### config.mk
export PLATFORM = sky130hd
export DESIGN_NAME = rv32im_memory_pipe
export DESIGN_NICKNAME = d
export VERILOG_FILES = /design/src/rtl/rv32im_mem_pkg.sv /design/src/rtl/rv32im_pending_fifo.sv /design/src/rtl/rv32im_memory_pipe.sv
export SDC_FILE = /design/constraint.sdc
export NUM_CORES = 1
export LEC_CHECK = 0
export CORE_MARGIN = 2
export CORE_UTILIZATION = 45
export CTS_CLUSTER_DIAMETER = 50
export DETAILED_ROUTE_END_ITERATION = 7
export PLACE_DENSITY = 0.8
export SYNTH_ARGS = -nofsm -noshare
export SYNTH_HDL_FRONTEND = slang
export SYNTH_SLANG_ARGS = --single-unit
### constraint.sdc
create_clock -name clk_i -period 3.4 [get_ports clk_i]
set_input_delay 0.68 -clock clk_i [delete_from_list [all_inputs] [get_ports clk_i]]
set_output_delay 0.68 -clock clk_i [all_outputs]
set_load 0.02 [all_outputs]
### src/rtl/rv32im_mem_pkg.sv
// Shared types and helpers for the rv32im pipelined Wishbone memory stage.
// Size encodings, FSM states, pending-entry layout, lane helpers.
package rv32im_mem_pkg;

    localparam int unsigned DATA_W = 32;
    localparam int unsigned SEL_W  = 4;
    localparam int unsigned OFF_W  = 2;
    localparam int unsigned SIZE_W = 2;
    localparam int unsigned PEND_W = OFF_W + SIZE_W + 2;

    typedef enum logic [SIZE_W-1:0] {
        SIZE_BYTE = 2'b00,
        SIZE_HALF = 2'b01,
        SIZE_WORD = 2'b10,
        SIZE_ILL  = 2'b11
    } mem_size_e;

    typedef enum logic [1:0] {
        ST_IDLE     = 2'b00,
        ST_ACTIVE   = 2'b01,
        ST_ERRFLUSH = 2'b10
    } mem_state_e;

    // One in-flight transaction: what is needed to shape its response.
    typedef struct packed {
        logic [OFF_W-1:0] off;
        mem_size_e        size;
        logic             uns;
        logic             wr;
    } pend_t;

    function automatic logic is_misaligned(input mem_size_e size, input logic [OFF_W-1:0] off);
        case (size)
            SIZE_BYTE: return 1'b0;
            SIZE_HALF: return off[0];
            SIZE_WORD: return off != 2'b00;
            default:   return 1'b1;
        endcase
    endfunction

    function automatic logic [SEL_W-1:0] sel_of(input mem_size_e size, input logic [OFF_W-1:0] off);
        case (size)
            SIZE_BYTE: return 4'b0001 << off;
            SIZE_HALF: return off[1] ? 4'b1100 : 4'b0011;
            default:   return 4'b1111;
        endcase
    endfunction

    function automatic logic [DATA_W-1:0] replicate(input mem_size_e size, input logic [DATA_W-1:0] d);
        case (size)
            SIZE_BYTE: return {4{d[7:0]}};
            SIZE_HALF: return {2{d[15:0]}};
            default:   return d;
        endcase
    endfunction

    // Lane-shift the read word down to bit 0, then sign/zero extend.
    function automatic logic [DATA_W-1:0] extend(input pend_t p, input logic [DATA_W-1:0] dat);
        logic [DATA_W-1:0] sh;
        sh = dat >> {p.off, 3'b000};
        if (p.wr) return '0;
        case (p.size)
            SIZE_BYTE: return p.uns ? {24'b0, sh[7:0]}  : {{24{sh[7]}}, sh[7:0]};
            SIZE_HALF: return p.uns ? {16'b0, sh[15:0]} : {{16{sh[15]}}, sh[15:0]};
            default:   return sh;
        endcase
    endfunction

endpackage

### src/rtl/rv32im_pending_fifo.sv
// Synchronous FIFO of pending-transaction descriptors, with flush.
// Push and pop may coincide, including when full.
module rv32im_pending_fifo
    import rv32im_mem_pkg::*;
#(
    parameter int unsigned DEPTH = 4,
    parameter int unsigned WIDTH = PEND_W
) (
    input  logic                     clk_i,
    input  logic                     rst_n_i,
    input  logic                     flush_i,
    input  logic                     push_i,
    input  logic [WIDTH-1:0]         push_data_i,
    input  logic                     pop_i,
    output logic [WIDTH-1:0]         head_c,
    output logic [$clog2(DEPTH):0]   count_o,
    output logic                     full_c,
    output logic                     empty_c
);

    localparam int unsigned AW = $clog2(DEPTH);
    localparam int unsigned CW = AW + 1;

    logic [WIDTH-1:0] mem [DEPTH];
    logic [AW-1:0]    wr_ptr;
    logic [AW-1:0]    rd_ptr;

    assign head_c  = mem[rd_ptr];
    assign full_c  = count_o == CW'(DEPTH);
    assign empty_c = count_o == CW'(0);

    always_ff @(posedge clk_i or negedge rst_n_i) begin
        if (!rst_n_i) begin
            wr_ptr  <= '0;
            rd_ptr  <= '0;
            count_o <= '0;
        end else if (flush_i) begin
            wr_ptr  <= '0;
            rd_ptr  <= '0;
            count_o <= '0;
        end else begin
            if (push_i) wr_ptr <= wr_ptr + AW'(1);
            if (pop_i)  rd_ptr <= rd_ptr + AW'(1);
            count_o <= count_o + CW'(push_i) - CW'(pop_i);
        end
    end

    // Storage needs no reset; occupancy is tracked by the pointers.
    always_ff @(posedge clk_i) begin
        if (push_i && !flush_i) mem[wr_ptr] <= push_data_i;
    end

endmodule

### src/rtl/rv32im_memory_pipe.sv
// Pipelined Wishbone B4 master for the rv32im memory stage: up to DEPTH
// transfers in flight, in-order responses, misalignment trapped locally.
module rv32im_memory_pipe
    import rv32im_mem_pkg::*;
#(
    parameter int unsigned XLEN  = 32,
    parameter int unsigned DEPTH = 4
) (
    input  logic            clk_i,
    input  logic            rst_n_i,
    input  logic            clear_i,
    input  logic            req_valid_i,
    output logic            req_ready_o,
    input  logic [XLEN-1:0] req_addr_i,
    input  logic [XLEN-1:0] req_data_i,
    input  logic [1:0]      req_size_i,
    input  logic            req_unsigned_i,
    input  logic            req_write_i,
    output logic            rsp_valid_o,
    output logic [XLEN-1:0] rsp_data_o,
    output logic            rsp_err_o,
    output logic            rsp_misaligned_o,
    output logic            busy_o,
    output logic            cyc_o,
    output logic            stb_o,
    output logic            we_o,
    output logic [XLEN-3:0] adr_o,
    output logic [3:0]      sel_o,
    output logic [XLEN-1:0] master_dat_o,
    input  logic [XLEN-1:0] master_dat_i,
    input  logic            ack_i,
    input  logic            err_i,
    input  logic            stall_i
);

    localparam int unsigned CW = $clog2(DEPTH) + 1;

    mem_state_e        state_q, state_d;
    logic              run_q;
    logic              cyc_d, stb_d, we_d, busy_d;
    logic [XLEN-3:0]   adr_d;
    logic [3:0]        sel_d;
    logic [XLEN-1:0]   dat_d;
    logic              rsp_valid_d, rsp_err_d, rsp_mis_d;
    logic [XLEN-1:0]   rsp_data_d;

    logic [CW-1:0]     count;
    logic              fifo_full, fifo_empty, fifo_flush;
    logic [PEND_W-1:0] head_bits, req_pend;
    pend_t             head;
    mem_size_e         req_size;
    logic              req_mis, err_hit, ack_hit, accept, accept_bus;

    assign req_size   = mem_size_e'(req_size_i);
    assign req_mis    = is_misaligned(req_size, req_addr_i[1:0]);
    assign req_pend   = {req_addr_i[1:0], req_size_i, req_unsigned_i, req_write_i};
    assign head       = pend_t'(head_bits);
    assign err_hit    = err_i & !fifo_empty;
    assign ack_hit    = ack_i & !fifo_empty & !err_i;
    assign fifo_flush = clear_i | err_hit;
    assign accept     = req_valid_i & req_ready_o;
    assign accept_bus = accept & !req_mis;

    // Ready also drops under err/clear so an accept is never silently flushed.
    always_comb begin
        req_ready_o = run_q & (state_q != ST_ERRFLUSH) & !clear_i & !err_hit
                    & !fifo_full & (!stb_o | !stall_i);
        if (req_mis && (count != CW'(0) || stb_o)) req_ready_o = 1'b0;
    end

    rv32im_pending_fifo #(
        .DEPTH (DEPTH),
        .WIDTH (PEND_W)
    ) u_pend (
        .clk_i       (clk_i),
        .rst_n_i     (rst_n_i),
        .flush_i     (fifo_flush),
        .push_i      (accept_bus),
        .push_data_i (req_pend),
        .pop_i       (ack_hit),
        .head_c      (head_bits),
        .count_o     (count),
        .full_c      (fifo_full),
        .empty_c     (fifo_empty)
    );

    always_comb begin
        state_d     = state_q;
        cyc_d       = cyc_o;
        stb_d       = stb_o;
        we_d        = we_o;
        adr_d       = adr_o;
        sel_d       = sel_o;
        dat_d       = master_dat_o;
        rsp_valid_d = 1'b0;
        rsp_err_d   = 1'b0;
        rsp_mis_d   = 1'b0;
        rsp_data_d  = '0;

        if (clear_i) begin
            state_d = ST_IDLE;
            cyc_d   = 1'b0;
            stb_d   = 1'b0;
            we_d    = 1'b0;
            sel_d   = '0;
        end else if (err_hit) begin
            state_d     = ST_ERRFLUSH;
            cyc_d       = 1'b0;
            stb_d       = 1'b0;
            we_d        = 1'b0;
            sel_d       = '0;
            rsp_valid_d = 1'b1;
            rsp_err_d   = 1'b1;
        end else begin
            if (ack_hit) begin
                rsp_valid_d = 1'b1;
                rsp_data_d  = extend(head, master_dat_i);
            end
            if (stb_o && !stall_i) stb_d = 1'b0;
            if (accept && req_mis) begin
                rsp_valid_d = 1'b1;
                rsp_mis_d   = 1'b1;
            end
            if (accept_bus) begin
                state_d = ST_ACTIVE;
                cyc_d   = 1'b1;
                stb_d   = 1'b1;
                we_d    = req_write_i;
                adr_d   = req_addr_i[XLEN-1:2];
                sel_d   = sel_of(req_size, req_addr_i[1:0]);
                dat_d   = replicate(req_size, req_data_i);
            end else begin
                case (state_q)
                    ST_ERRFLUSH: state_d = ST_IDLE;
                    ST_ACTIVE: begin
                        if (fifo_empty && !stb_o) begin
                            state_d = ST_IDLE;
                            cyc_d   = 1'b0;
                            we_d    = 1'b0;
                            sel_d   = '0;
                        end
                    end
                    default: ;
                endcase
            end
        end
        busy_d = cyc_d | rsp_valid_d;
    end

    always_ff @(posedge clk_i or negedge rst_n_i) begin
        if (!rst_n_i) begin
            state_q          <= ST_IDLE;
            run_q            <= 1'b0;
            cyc_o            <= 1'b0;
            stb_o            <= 1'b0;
            we_o             <= 1'b0;
            adr_o            <= '0;
            sel_o            <= '0;
            master_dat_o     <= '0;
            rsp_valid_o      <= 1'b0;
            rsp_err_o        <= 1'b0;
            rsp_misaligned_o <= 1'b0;
            rsp_data_o       <= '0;
            busy_o           <= 1'b0;
        end else begin
            state_q          <= state_d;
            run_q            <= 1'b1;
            cyc_o            <= cyc_d;
            stb_o            <= stb_d;
            we_o             <= we_d;
            adr_o            <= adr_d;
            sel_o            <= sel_d;
            master_dat_o     <= dat_d;
            rsp_valid_o      <= rsp_valid_d;
            rsp_err_o        <= rsp_err_d;
            rsp_misaligned_o <= rsp_mis_d;
            rsp_data_o       <= rsp_data_d;
            busy_o           <= busy_d;
        end
    end

endmodule

After elaboration in Yosys (flattened, before gate mapping)
Memories as Yosys holds them, arrays and structs flattened.
Cells that the tools add are included.

operators by class
  shift operators = 2
  reduce and logical (&&, ||, !) cells = 29
  equality and inequality tests = 8
  muxes and demuxes = 57
  add/subtract/negate cells = 4
  bitwise operators = 15

operators with widths
  operator             number
  $mux 32              7
  $pmux 32 s2          2
  $shr 32x5->32        1
  $mux 1               30
  $mux 4               6
  $mux 2               8
  $reduce_bool 4->1    3
  $and 1x1->1          10
  $logic_not 1->1      9
  $pmux 4 s2           1
  $eq 2x1->1 const B   3
  $reduce_bool 2->1    3
  $logic_and 1x1->1    5
  $ne 5x4->1 const B   1
  $reduce_bool 5->1    1
  $add 2x1->2 const B  2
  $eq 2x2->1 const B   2
  $logic_not 2->1      2
  $pmux 2 s2           1
  $reduce_and 2->1     2
  $shl 1x2->4 const A  1
  $add 3x1->3          1
  $eq 3x3->1 const B   1
  $logic_not 3->1      1
  other kinds (9)      12

storage, ports and cells
  memories kept = 1
  output and inout bits = 106
  memory bits (writable) = 24
  bits of input ports = 107
  logic and storage cells = 132
  bits in registers = 115

memory list
  name        words  bits a word  read ports  clocked after memory_dff  write ports  line                       RTL
  u_pend.mem  4      6            1           0                         1            rv32im_pending_fifo.sv:24  logic [WIDTH-1:0] mem [DEPTH];

Longest topological paths before layout
Gate-level depths: netlist (run 1).

  depth in word-level cells = 14
  depth in mapped cells = 12
  gate-level depth less buffers = 10

Cells and area by module
A second synthesis (run 1) with hierarchy kept.

second synthesis, totals
  cells, all modules = 463
  area, all modules = 6221.0 µm²

modules (own cells, without submodules)
  module               instances  cells an instance  sequential area each (µm²)  area an instance (µm²)
  rv32im_memory_pipe   1          392                2702.6                      4918.5
  rv32im_pending_fifo  1          71                 895.9                       1302.5

Least setup slack after synthesis (run 1)
Ideal clock, no wire load.

  path kind = flip-flop to flip-flop
  start point = reg u_pend.count_o[1]
  end point = reg u_pend.count_o[2]
  path buffers = 2
  data required time = 3.270 ns
  arrival time = 2.535 ns
  setup time = 0.130 ns
  cell stages (with the launch flop) = 13
  path slack = 0.735 ns
  period minus slack after synthesis = 2.665 ns
  path through = dfrtp_1 or3_1 clkbuf_1 a21oi_1 nand4_1 buf_2 inv_1 ha_1 inv_1 fa_1 xor2_1 xnor2_1 nor2_1

on the way
  cells in the longest elaborated chain, start to end = 13
  elaborated cells on any way between the ends = 21
  classes of those cells = add/sub: 2; eq/ne: 1; mux: 2; bitwise: 9; reduce/logical: 7

ends and longest elaborated chain
  what                       line                                                RTL
  start: declaration         rv32im_pending_fifo.sv:16                           output logic [$clog2(DEPTH):0] count_o,
  start signal: assignment   rv32im_pending_fifo.sv:44                           count_o <= count_o + CW'(push_i) - CW'(pop_i);
  $logic_not 3->1            rv32im_pending_fifo.sv:30                           assign empty_c = count_o == CW'(0);
  $logic_not 1->1            rv32im_memory_pipe.sv:58, rv32im_memory_pipe.sv:59
  $and 1x1->1                rv32im_memory_pipe.sv:58                            assign err_hit = err_i & !fifo_empty;
  $logic_not 1->1            rv32im_memory_pipe.sv:66                            req_ready_o = run_q & (state_q != ST_ERRFLUSH) & !clear_i & !err_hit
  $and 1x1->1                rv32im_memory_pipe.sv:66
  $and 1x1->1 (2 in series)  rv32im_memory_pipe.sv:67                            & !fifo_full & (!stb_o | !stall_i);
  $mux 1                     rv32im_memory_pipe.sv:68                            if (req_mis && (count != CW'(0) || stb_o)) req_ready_o = 1'b0;
  $and 1x1->1                rv32im_memory_pipe.sv:61                            assign accept = req_valid_i & req_ready_o;
  $and 1x1->1                rv32im_memory_pipe.sv:62                            assign accept_bus = accept & !req_mis;
  $add 3x1->3                rv32im_pending_fifo.sv:44
  $sub 3x1->3                rv32im_pending_fifo.sv:44
  $mux 3 (*)                 rv32im_pending_fifo.sv:37                           end else if (flush_i) begin

Every way passes the cells marked *; elsewhere a longest branch is shown, timed or not.
A chain may end at the register's enable or synchronous reset.

Worst setup path after layout (run 1)
  start point = in req_size_i[0]
  end point = out req_ready_o

on the way
  cells in the longest elaborated chain, start to end = 4
  elaborated cells on any way between the ends = 6
  classes of those cells = eq/ne: 2; mux: 2; reduce/logical: 2

ends and longest elaborated chain
  what                                line                      RTL
  start: declaration                  rv32im_memory_pipe.sv:16  input logic [1:0] req_size_i,
  $eq 2x2->1 (tied with other cells)  rv32im_mem_pkg.sv:33      case (size)
  $pmux 1 s3 (*)                      rv32im_mem_pkg.sv:33
  $logic_and 1x1->1 (*)               rv32im_memory_pipe.sv:68
  $mux 1 (*)                          rv32im_memory_pipe.sv:68
  end: declaration                    rv32im_memory_pipe.sv:13  output logic req_ready_o,

Marked as above.

==> qor.csv, run 1 <==
metric,value,unit
PnR Total Power,0.00648,W
Buf/Inv on CP,2,
DIE WIDTH,120,µm
I/O pin total,213,
"Area growth, synth to finish",47.5,%
GRT overflow,0,
Worst path top cell family by delay,buffers and inverters,
Slew headroom,40.0,%
Worst R2R Start,u_pend.count_o[1],
largest net degree at the start of global routing,97,
layout cells sized above 1,13.6,%
placed insts,851,
average wire per standard cell,18.0,µm
Avg Vias per Cell,5.26,
Least-Margin Pin Slew,0.896,ns
syn_nets,595,
H-tree Lvls,4,
clock skew,0.00882,ns
Netlist cell types,45,
pre-CTS setup slack,0.269,ns
CP Data Arrival Time,2.46,ns
worst-case clock buffer depth,2,
#FFs+latches synth,139,
"commonest cells after routing, fill and taps aside","211 x clkdlybuf4s50_1, 115 x dfrtp_1, 47 x nand2_1, 45 x mux2_2, 38 x mux2i_1",
Initial Util,45.9,%
Setup-failing EPs final,0,
initial antenna violation count,0,
PD cells,725,mW/mm²
TNS Setup,0,ns
post-synthesis sequential area ratio,59.4,%
Final WS setup,0.261,ns
Chip Height,120,µm
gpl congestion,0.954,
Min Hold Slack,0.289,ns
vias,4646,
RSZ-0062 raised after global routing,false,
max_cap viols,0,
setup repair bufs after CTS,0,
# hold bufs at CTS,0,
worst path required time,2.72,ns
Tmin final,3.14,ns
Pleak,3.83,nW
Crit Path Max Fanout,4,
Synth Instances,481,
"commonest non-fill, non-tap cell in the layout",clkdlybuf4s50_1,
Max Slew Vio Count,0,
DRT antenna net count,0,
crit path kind,in2out,
CP peak stage delay,0.54,ns
Global Route Usage Sum,22.7,%
clock-pin slew on the worst setup and hold paths,0.06,ns
initial drt markers,312,
status,finished clean,
nets,808,
HP Class,in2async,
Post-Layout Cell Count,883,
core area,0.0132,mm²
syn_area_per_cell,12.6,µm²
total CTS buffers,17,
Worst path most repeated cell,clkdlybuf4s50_1,
Die ar.,0.0144,mm²
CP startpoint,req_size_i[0],
via count of the first global-routing pass,4937,
first-pass GRT wire length,25.1,mm
startpoint types,primary input,
drt pass-1 iters,4,
worst vdd rail ir drop,0.000431,V
cell-by-cell trace of the critical path,clkdlybuf4s50_1 -> a21oi_1 -> or2_2 -> o21ai_0 -> nor2_1 -> clkdlybuf4s50_1,
clock latency on the worst-skew pair,0.42,ns
Syn Std Cell Area,0.00606,mm²
highest clock rate,319,MHz
CTS tree,yes,
YS warnings,0,
# diodes,0,
Post-CTS Resized,0,
Final Cycle Share,92.3,%
CTS Root Buffer Type,clkbuf_16,
kind of end point of the critical path,primary output,
Sink Count,139,
FP Rows,42,
Buffers on Ports,212,
Fin. Hold Viols,0,
hpwl dp,11.3,mm
# DRC,0,
final WL,15.9,mm
critical path's slowest cell,clkdlybuf4s50_1,
[state kept, by name (all words and copies together), names as in the netlist, 2 cells and up]
register / count
sel_o: 4
u_pend.wr_ptr: 2
u_pend.rd_ptr: 2
u_pend.count_o: 3
rsp_data_o: 32
state_q: 2
master_dat_o: 32
adr_o: 30
u_pend.mem: 24
[cells in the mapped netlist (all sizes together)]
master,n,area (µm²)
a21o,1,7.51
edfxtp,24,721
or2,2,12.5
a31oi,1,6.26
ha,6,75.1
mux2i,38,380
o211ai,1,21.3
a221oi,7,61.3
nand3,6,30.0
and2,5,31.3
xnor2,3,26.3
o21bai,1,11.3
mux4,6,154
or3b,1,8.76
inv,12,45.0
nor4,2,27.5
nand4,2,12.5
nor2b,8,50.1
a211o,1,8.76
conb,1,3.75
fa,1,20.0
a32o,1,10.0
clkbuf,15,56.3
a21oi,17,85.1
buf,12,77.6
o221ai,1,8.76
nor2,30,113
or4,1,11.3
o2111a,1,11.3
o21ai,39,203
dfrtp,115,2880
xor2,2,17.5
a211oi,16,120
nand2,47,176
nand2b,4,25.0
mux2,45,507
or3,2,12.5
nor3,4,31.3
[final timing paths]
kind,endpoint,cells after the start,slack [ns]
min in group clk_i,master_dat_o[12],2,0.48
min reg2reg,master_dat_o[12],2,0.48
min,adr_o[22],1,0.29
max reg2reg,u_pend.count_o[2],10,0.54
max in group asynchronous,adr_o[2],2,2.30
max,req_ready_o,6,0.26
[where the power goes]
| group | total (W) | switching [W] | internal [W] |
|---|---|---|---|
| Combinational | 0.00233 | 0.00116 | 0.00116 |
| Clock | 0.00179 | 0.000713 | 0.00107 |
| Sequential | 0.00236 | 0.000242 | 0.00212 |
[per-stage QoR]
step | area (µm²) | utilization [%]
after floorplan | 6060 | -
after global placement | 8360 | 63.3
after detailed placement | 8360 | 63.3
after CTS | 8930 | 67.7
after global routing | 8930 | 67.7
final | 8930 | 67.7
[metal layers]
metal / wire length [µm] / global-route usage, %
met2: 7960 / 38.5
met4: 314 / 8.97
met1: 6160 / 26.5
met3: 1420 / 7.65
met5: 0 / 0
[logic make-up after synthesis]
kind of cell	share of synthesized area (%)
compound gates	9.15
xor+xnor	0.723
fa+ha+maj	1.57
buf+inv	2.95
flops	59.4
mux	17.2
other cells	0.0619
simple gates	8.94
[cell type report]
class	count	area (µm²)
Clock inverter	15	151
Timing Repair Buffer	221	2210
Clock buffer	17	425
Multi-Input combinational cell	303	2280
Tap cell	176	220
Fill cell	953	4260
Sequential cell	139	3600
Inverter	12	45.0
No activity file was read; power rests on OpenSTA's default activity.
==> run 2: changes to the inputs <==
CELL_PAD_IN_SITES_DETAIL_PLACEMENT = 0   (was not set)
CELL_PAD_IN_SITES_GLOBAL_PLACEMENT = 2   (was not set)
CORE_UTILIZATION = 29   (was 45)
PLACE_DENSITY = not set   (was 0.8)
PLACE_DENSITY_LB_ADDON = 0.1   (was not set)
==> run 2 against run 1 <==
Combinational power is essentially flat. Final cell count grew 11%. Largest cell class unchanged. Total power grew 1.6%. Critical endpoint unchanged. Routed wire length grew 7.5%. Cell area grew 1.9%. Highest routed layer unchanged. Sequential power is essentially flat.
==> qor.csv, run 2 (synthesis results as in run 1) <==
metric,value,unit,change
Setup-failing EPs final,0,,unchanged
number of fill cells,1925,,was 953
worst path required time,2.72,ns,about the same
Final Cell Area,0.00910,mm²,was 0.00893 mm²
"Area growth, synth to finish",50.2,%,was 47.5%
Tmin final,3.01,ns,was 3.14 ns
Post-Layout Cell Count,979,,was 883
initial drt markers,146,,was 312
initial antenna violation count,0,,unchanged
setup repair bufs after CTS,0,,unchanged
via count of the first global-routing pass,4754,,was 4937
gpl congestion,0.742,,was 0.954
total CTS buffers,17,,unchanged
HP Class,in2async,,unchanged
first-pass GRT wire length,26.9,mm,was 25.1 mm
nets,810,,was 808
# DRC,0,,unchanged
layout cells sized above 1,14.1,%,was 13.6%
area occupied by multi-input gates,0.00228,mm²,unchanged
cell area after placement,0.00849,mm²,was 0.00836 mm²
hpwl dp,12.3,mm,was 11.3 mm
pre-CTS setup slack,0.374,ns,was 0.269 ns
clock skew,0.00739,ns,was 0.00882 ns
Buffers on Ports,212,,unchanged
"commonest cells after routing, fill and taps aside","211 x clkdlybuf4s50_1, 115 x dfrtp_1, 47 x nand2_1, 45 x mux2_2, 38 x mux2i_1",,unchanged
Die ar.,0.0221,mm²,was 0.0144 mm²
largest net degree at the start of global routing,97,,unchanged
core area,0.0204,mm²,was 0.0132 mm²
Sink Count,139,,unchanged
crit path kind,in2out,,unchanged
PD cells,724,mW/mm²,was 725 mW/mm²
CP Data Arrival Time,2.33,ns,was 2.46 ns
Fin. Hold Viols,0,,unchanged
status,finished clean,,unchanged
drt pass-1 iters,4,,unchanged
FP Rows,52,,was 42
Final WS setup,0.386,ns,was 0.261 ns
met3 Use GR,6.47,%,was 7.65%
I/O pin total,213,,unchanged
# diodes,0,,unchanged
DIE WIDTH,149,µm,was 120 µm
Top Registers,"master_dat_o (32), rsp_data_o (32), adr_o (30)",,unchanged
Chip Height,149,µm,was 120 µm
Final Cycle Share,88.7,%,was 92.3%
"commonest non-fill, non-tap cell in the layout",clkdlybuf4s50_1,,unchanged
met2 Use GR,26.4,%,was 38.5%
highest clock rate,332,MHz,was 319 MHz
final WL,17.1,mm,was 15.9 mm
reg2reg setup slack,0.73,ns,was 0.54 ns
Least-Margin Pin Slew,0.911,ns,was 0.896 ns
vias,4417,,was 4646
GRT overflow,0,,unchanged
Initial Util,29.7,%,was 45.9%
Crit Path Max Fanout,3,,was 4
Global Route Usage Sum,16.0,%,was 22.7%
kind of end point of the critical path,primary output,,unchanged
Max Slew Vio Count,0,,unchanged
Sequential Area,0.00360,mm²,unchanged
Avg Vias per Cell,4.51,,was 5.26
startpoint types,primary input,,unchanged
DRT antenna net count,0,,unchanged
# hold bufs at CTS,0,,unchanged
CTS tree,yes,,unchanged
placed insts,947,,was 851
Global Route met1 Usage,18.6,%,was 26.5%
H-tree Lvls,4,,unchanged
Pleak,3.86,nW,was 3.83 nW
GR peak layer,met2,,unchanged
max_cap viols,0,,unchanged
CTS Root Buffer Type,clkbuf_16,,unchanged
Slew headroom,39.0,%,was 40.0%
TNS Setup,0,ns,unchanged
worst vdd rail ir drop,0.000371,V,was 0.000431 V
RSZ-0062 raised after global routing,false,,unchanged
worst-case clock buffer depth,2,,unchanged
clock-pin slew on the worst setup and hold paths,0.06,ns,about the same
Post-CTS Resized,0,,unchanged
average wire per standard cell,17.4,µm,was 18.0 µm
clock latency on the worst-skew pair,0.42,ns,about the same
run 2: changes by cell type in the layout (fill, tap and decap cells not counted):
| cell | before | now |
|---|---|---|
| buf_4 | 8 | 10 |
| clkbuf_16 | 17 | 18 |
| clkinv_1 | 2 | 0 |
| clkinv_2 | 1 | 0 |
| clkinv_4 | 2 | 3 |
| clkinvlp_4 | 7 | 4 |
| inv_4 | 0 | 1 |
| inv_6 | 1 | 3 |
| inv_8 | 0 | 1 |
run 2: area by class of cell:
cell class	instances	area share, %
timing repair buffer	223	24.5
tap	270	3.71
clock inverter	14	1.76
multi-input combinational	303	25.1
inverter	12	0.495
sequential	139	39.5
clock buffer	18	4.95
run 2: power breakdown:
group | internal [W] | leakage, nW | total [W] | switching [W]
Combinational | 0.00117 | 1.87 | 0.00233 | 0.00116
Sequential | 0.00212 | 1.71 | 0.00234 | 0.000225
Clock | 0.00114 | 0.287 | 0.00191 | 0.000769
Total | 0.00443 | 3.86 | 0.00659 | 0.00216
run 2: metal layers:
layer	share of wire, %	wire length [µm]
met5	0	0
met4	2.3	392
met3	7.7	1310
met2	50	8520
met1	40	6830
run 2: through the flow:
stage          hold slack (ns)  total power (W)  utilization, %
2_1_floorplan            0.384          0.00351               -
3_3_place_gp             0.462          0.00472            41.7
3_5_place_dp             0.469          0.00474            41.7
4_1_cts                  0.225          0.00668            44.7
5_1_grt                  0.243          0.00696            44.7
6_report                 0.216          0.00659            44.7
run 2: final timing paths:
path | startpoint | end | cells past startpoint
max | req_size_i[0] | req_ready_o | 6
min | rst_n_i | rsp_misaligned_o | 1
max reg2reg | u_pend.rd_ptr[0] | rsp_data_o[9] | 5
min reg2reg | master_dat_o[26] | master_dat_o[26] | 2
max in group asynchronous | rst_n_i | master_dat_o[11] | 2
min in group clk_i | master_dat_o[26] | master_dat_o[26] | 2
run 2: critical path, cell delays in order:
cell             delay (ns)
clkdlybuf4s50_1        0.44
nor3_1                 0.26
or2_2                  0.18
o21ai_0                0.08
nor2_1                 0.09
clkdlybuf4s50_1        0.61
==> run 3: changes to the inputs <==
ABC_AREA = 1   (was not set)
CORE_UTILIZATION = 36   (was 29)
CTS_CLUSTER_SIZE = 14   (was not set)
DONT_BUFFER_PORTS = 1   (was not set)
==> run 3 against run 2 <==
Global-route usage grew 2.1 points. Clock skew increased by 0.0017 ns. Die area decreased by 15%. Largest power group unchanged.
==> qor.csv, run 3 <==
metric,value,unit,change
startpoint types,flip-flop,,was primary input
vias,4747,,was 4417
gpl congestion,0.783,,was 0.742
final WL,16.8,mm,was 17.1 mm
layout cells sized above 1,11.2,%,was 14.1%
CP Data Arrival Time,2.07,ns,was 2.33 ns
DRT antenna net count,0,,unchanged
drt pass-1 iters,4,,unchanged
Avg Vias per Cell,5.04,,was 4.51
"commonest non-fill, non-tap cell in the layout",nand2_1,,was clkdlybuf4s50_1
Worst path top cell family by delay,simple AND/OR/NAND/NOR gates,,was buffers and inverters
reg2reg path depth,10,,was 5
Net Sw Frac,38.2,%,was 32.8%
Slew headroom,26.4,%,was 39.0%
Syn Std Cell Area,0.00636,mm²,was 0.00606 mm²
Worst path most repeated cell,nand2_2,,was clkdlybuf4s50_1
Final Cycle Share,80.9,%,was 88.7%
core area,0.0173,mm²,was 0.0204 mm²
Initial Util,36.8,%,was 29.7%
CTS tree,yes,,unchanged
Sink Count,139,,unchanged
most common cell in the netlist,nand2_1,,was dfrtp_1
clock skew,0.00905,ns,was 0.00739 ns
GRT overflow,0,,unchanged
via count of the first global-routing pass,4619,,was 4754
Post-Layout Cell Count,942,,was 979
largest net degree at the start of global routing,116,,was 97
DIE WIDTH,137,µm,was 149 µm
post-synthesis sequential area ratio,56.6,%,was 59.4%
RSZ-0062 raised after global routing,false,,unchanged
Buf/Inv on CP,2,,unchanged
"commonest cells after routing, fill and taps aside","211 x nand2_1, 115 x dfrtp_1, 55 x o21ai_0, 53 x a21oi_1, 49 x inv_1",,"was 211 x clkdlybuf4s50_1, 115 x dfrtp_1, 47 x nand2_1, 45 x mux2_2, 38 x mux2i_1"
worst vdd rail ir drop,0.000337,V,was 0.000371 V
Min Hold Slack,0.160,ns,was 0.216 ns
highest clock rate,364,MHz,was 332 MHz
I/O pin total,213,,unchanged
nets,818,,was 810
Tmin final,2.75,ns,was 3.01 ns
TNS Setup,0,ns,unchanged
worst-case clock buffer depth,2,,unchanged
cell-by-cell trace of the critical path,inv_2 -> nand3_1 -> nand2_2 -> nand2_2 -> inv_1 -> nand2_1 -> nor2_1,,was clkdlybuf4s50_1 -> nor3_1 -> or2_2 -> o21ai_0 -> nor2_1 -> clkdlybuf4s50_1
Sequential Power Share,51.7,%,was 35.6%
Die ar.,0.0187,mm²,was 0.0221 mm²
worst path required time,2.72,ns,about the same
Global Route met1 Usage,22.4,%,was 18.6%
CTS Root Buffer Type,clkbuf_16,,unchanged
#FFs+latches synth,139,,unchanged
Clk pwr share,31.1,%,was 29.0%
# diodes,0,,unchanged
crit path kind,reg2out,,was in2out
PnR Total Power,0.00561,W,was 0.00659 W
Least-Margin Pin Slew,1.10,ns,was 0.911 ns
Crit Path Max Fanout,11,,was 3
top post-synthesis cells by area,"dfrtp_1 45%, nand2_1 12%, edfxtp_1 11%",,"was dfrtp_1 48%, edfxtp_1 12%, mux2_2 8.4%"
Fin. Hold Viols,0,,unchanged
FP Rows,48,,was 52
total CTS buffers,17,,unchanged
status,finished clean,,unchanged
CP peak stage delay,0.43,ns,was 0.61 ns
Pleak,3.44,nW,was 3.86 nW
GR peak layer,met2,,unchanged
Buffers on Ports,0,,was 212
PD cells,795,mW/mm²,was 724 mW/mm²
placed insts,909,,was 947
Int Power,0.00346,W,was 0.00443 W
average wire per standard cell,17.8,µm,was 17.4 µm
leading area contributor after synthesis,dfrtp_1,,unchanged
Synth Instances,718,,was 481
hpwl dp,11.6,mm,was 12.3 mm
H-tree Lvls,4,,unchanged
Post-synth EDFFs,24,,unchanged
Setup-failing EPs final,0,,unchanged
clock-pin slew on the worst setup and hold paths,0.05,ns,was 0.06 ns
syn_nets,832,,was 595
Max Slew Vio Count,0,,unchanged
syn_area_per_cell,8.86,µm²,was 12.6 µm²
post-synth top area share,45.2,%,was 47.5%
Chip Height,137,µm,was 149 µm
Levels on crit path,7,,was 6
post-layout util,40.8,%,was 44.7%
critical path's slowest cell,dfrtp_1,,was clkdlybuf4s50_1
combinational fraction of design power,17.1,%,was 35.4%
ys async rst share,82.7,%,unchanged
Top Registers,"master_dat_o (32), rsp_data_o (32), adr_o (30)",,unchanged
HP Class,in2async,,unchanged
# DRC,0,,unchanged
Netlist cell types,35,,was 45
first-pass GRT wire length,25.7,mm,was 26.9 mm
max_cap viols,0,,unchanged
initial antenna violation count,0,,unchanged
setup repair bufs after CTS,0,,unchanged
Global Route Usage Sum,18.1,%,was 16.0%
"Area growth, synth to finish",10.8,%,was 50.2%
synth cell count leaders,"211 x nand2_1, 115 x dfrtp_1, 55 x o21ai_0",,"was 115 x dfrtp_1, 47 x nand2_1, 45 x mux2_2"
initial drt markers,304,,was 146
"Top FF cell, synth",dfrtp_1,,unchanged
clock latency on the worst-skew pair,0.41,ns,was 0.42 ns
met3 Use GR,7.70,%,was 6.47%
YS warnings,0,,unchanged
kind of end point of the critical path,primary output,,unchanged
number of fill cells,1718,,was 1925
met2 Use GR,28.1,%,was 26.4%
NetSw,0.00214,W,was 0.00216 W
[run 3: cell count changes after synthesis, sizes merged, moves of 19 or more]
| cell | change |
|---|---|
| nand2 | +180 |
| inv | +53 |
| nand3 | +47 |
| mux2 | -45 |
| mux2i | -38 |
| a21oi | +36 |
| o21ai | +19 |
[run 3: cell type report]
cell class / instances / area (µm²) / share of cell area, %
flip-flops and latches: 139 / 3600 / 51.0
multi-input cells: 475 / 2300 / 32.6
clock buffers: 23 / 500 / 7.10
well taps: 225 / 282 / 3.99
inverters: 65 / 246 / 3.50
repair buffers: 6 / 65.1 / 0.923
clock inverters: 9 / 61.3 / 0.870
[run 3: kinds of logic after synthesis]
kind of cell	after synthesis	synth area share [%]
other	1	0.0590
buffers and inverters	104	7.44
AOI/OAI and AO/OA	123	10.3
xor gates and xnor gates	2	0.275
and+or+nand+nor	342	23.8
DFF	139	56.6
adders and majority gates	7	1.49
[run 3: stage by stage]
step           area [µm²]  worst slack (ns)
2_1_floorplan        6360              1.06
3_3_place_gp         6460             0.729
3_5_place_dp         6460             0.671
4_1_cts              7050             0.617
5_1_grt              7050             0.343
6_report             7050             0.649
[run 3: power by group through the flow]
stage	clock, W	sequential (W)	combinational [W]
floorplan	0	0.00281	0.000817
global placement	0	0.00294	0.000921
detailed placement	0	0.00293	0.000950
CTS	0.00180	0.00292	0.000977
global route	0.00187	0.00297	0.00113
finish	0.00174	0.00290	0.000961
[run 3: worst paths after layout]
kind | end | start | slack [ns]
worst max register to register | rsp_data_o[17] | u_pend.rd_ptr[0] | 0.66
worst max-delay path | req_ready_o | u_pend.count_o[1] | 0.65
worst min register to register | state_q[1] | state_q[1] | 0.56
max in group asynchronous | rsp_data_o[27] | rst_n_i | 2.71
min in group clk_i | u_pend.mem[2][5] | req_addr_i[1] | 0.36
worst min-delay path | u_pend.rd_ptr[0] | rst_n_i | 0.16
[run 3: timing repair]
item                                   4_1_cts  5_1_grt
gates resized for setup                      0        0
endpoints found under the hold margin      115        0
hold buffers                                 1        0
[run 3: routing by layer]
layer  part of all wire, %  up-vias
li1                      -     2295
met1                    41     2262
met2                    47      170
met3                   9.6       20
met4                   1.4        0
met5                     0        -
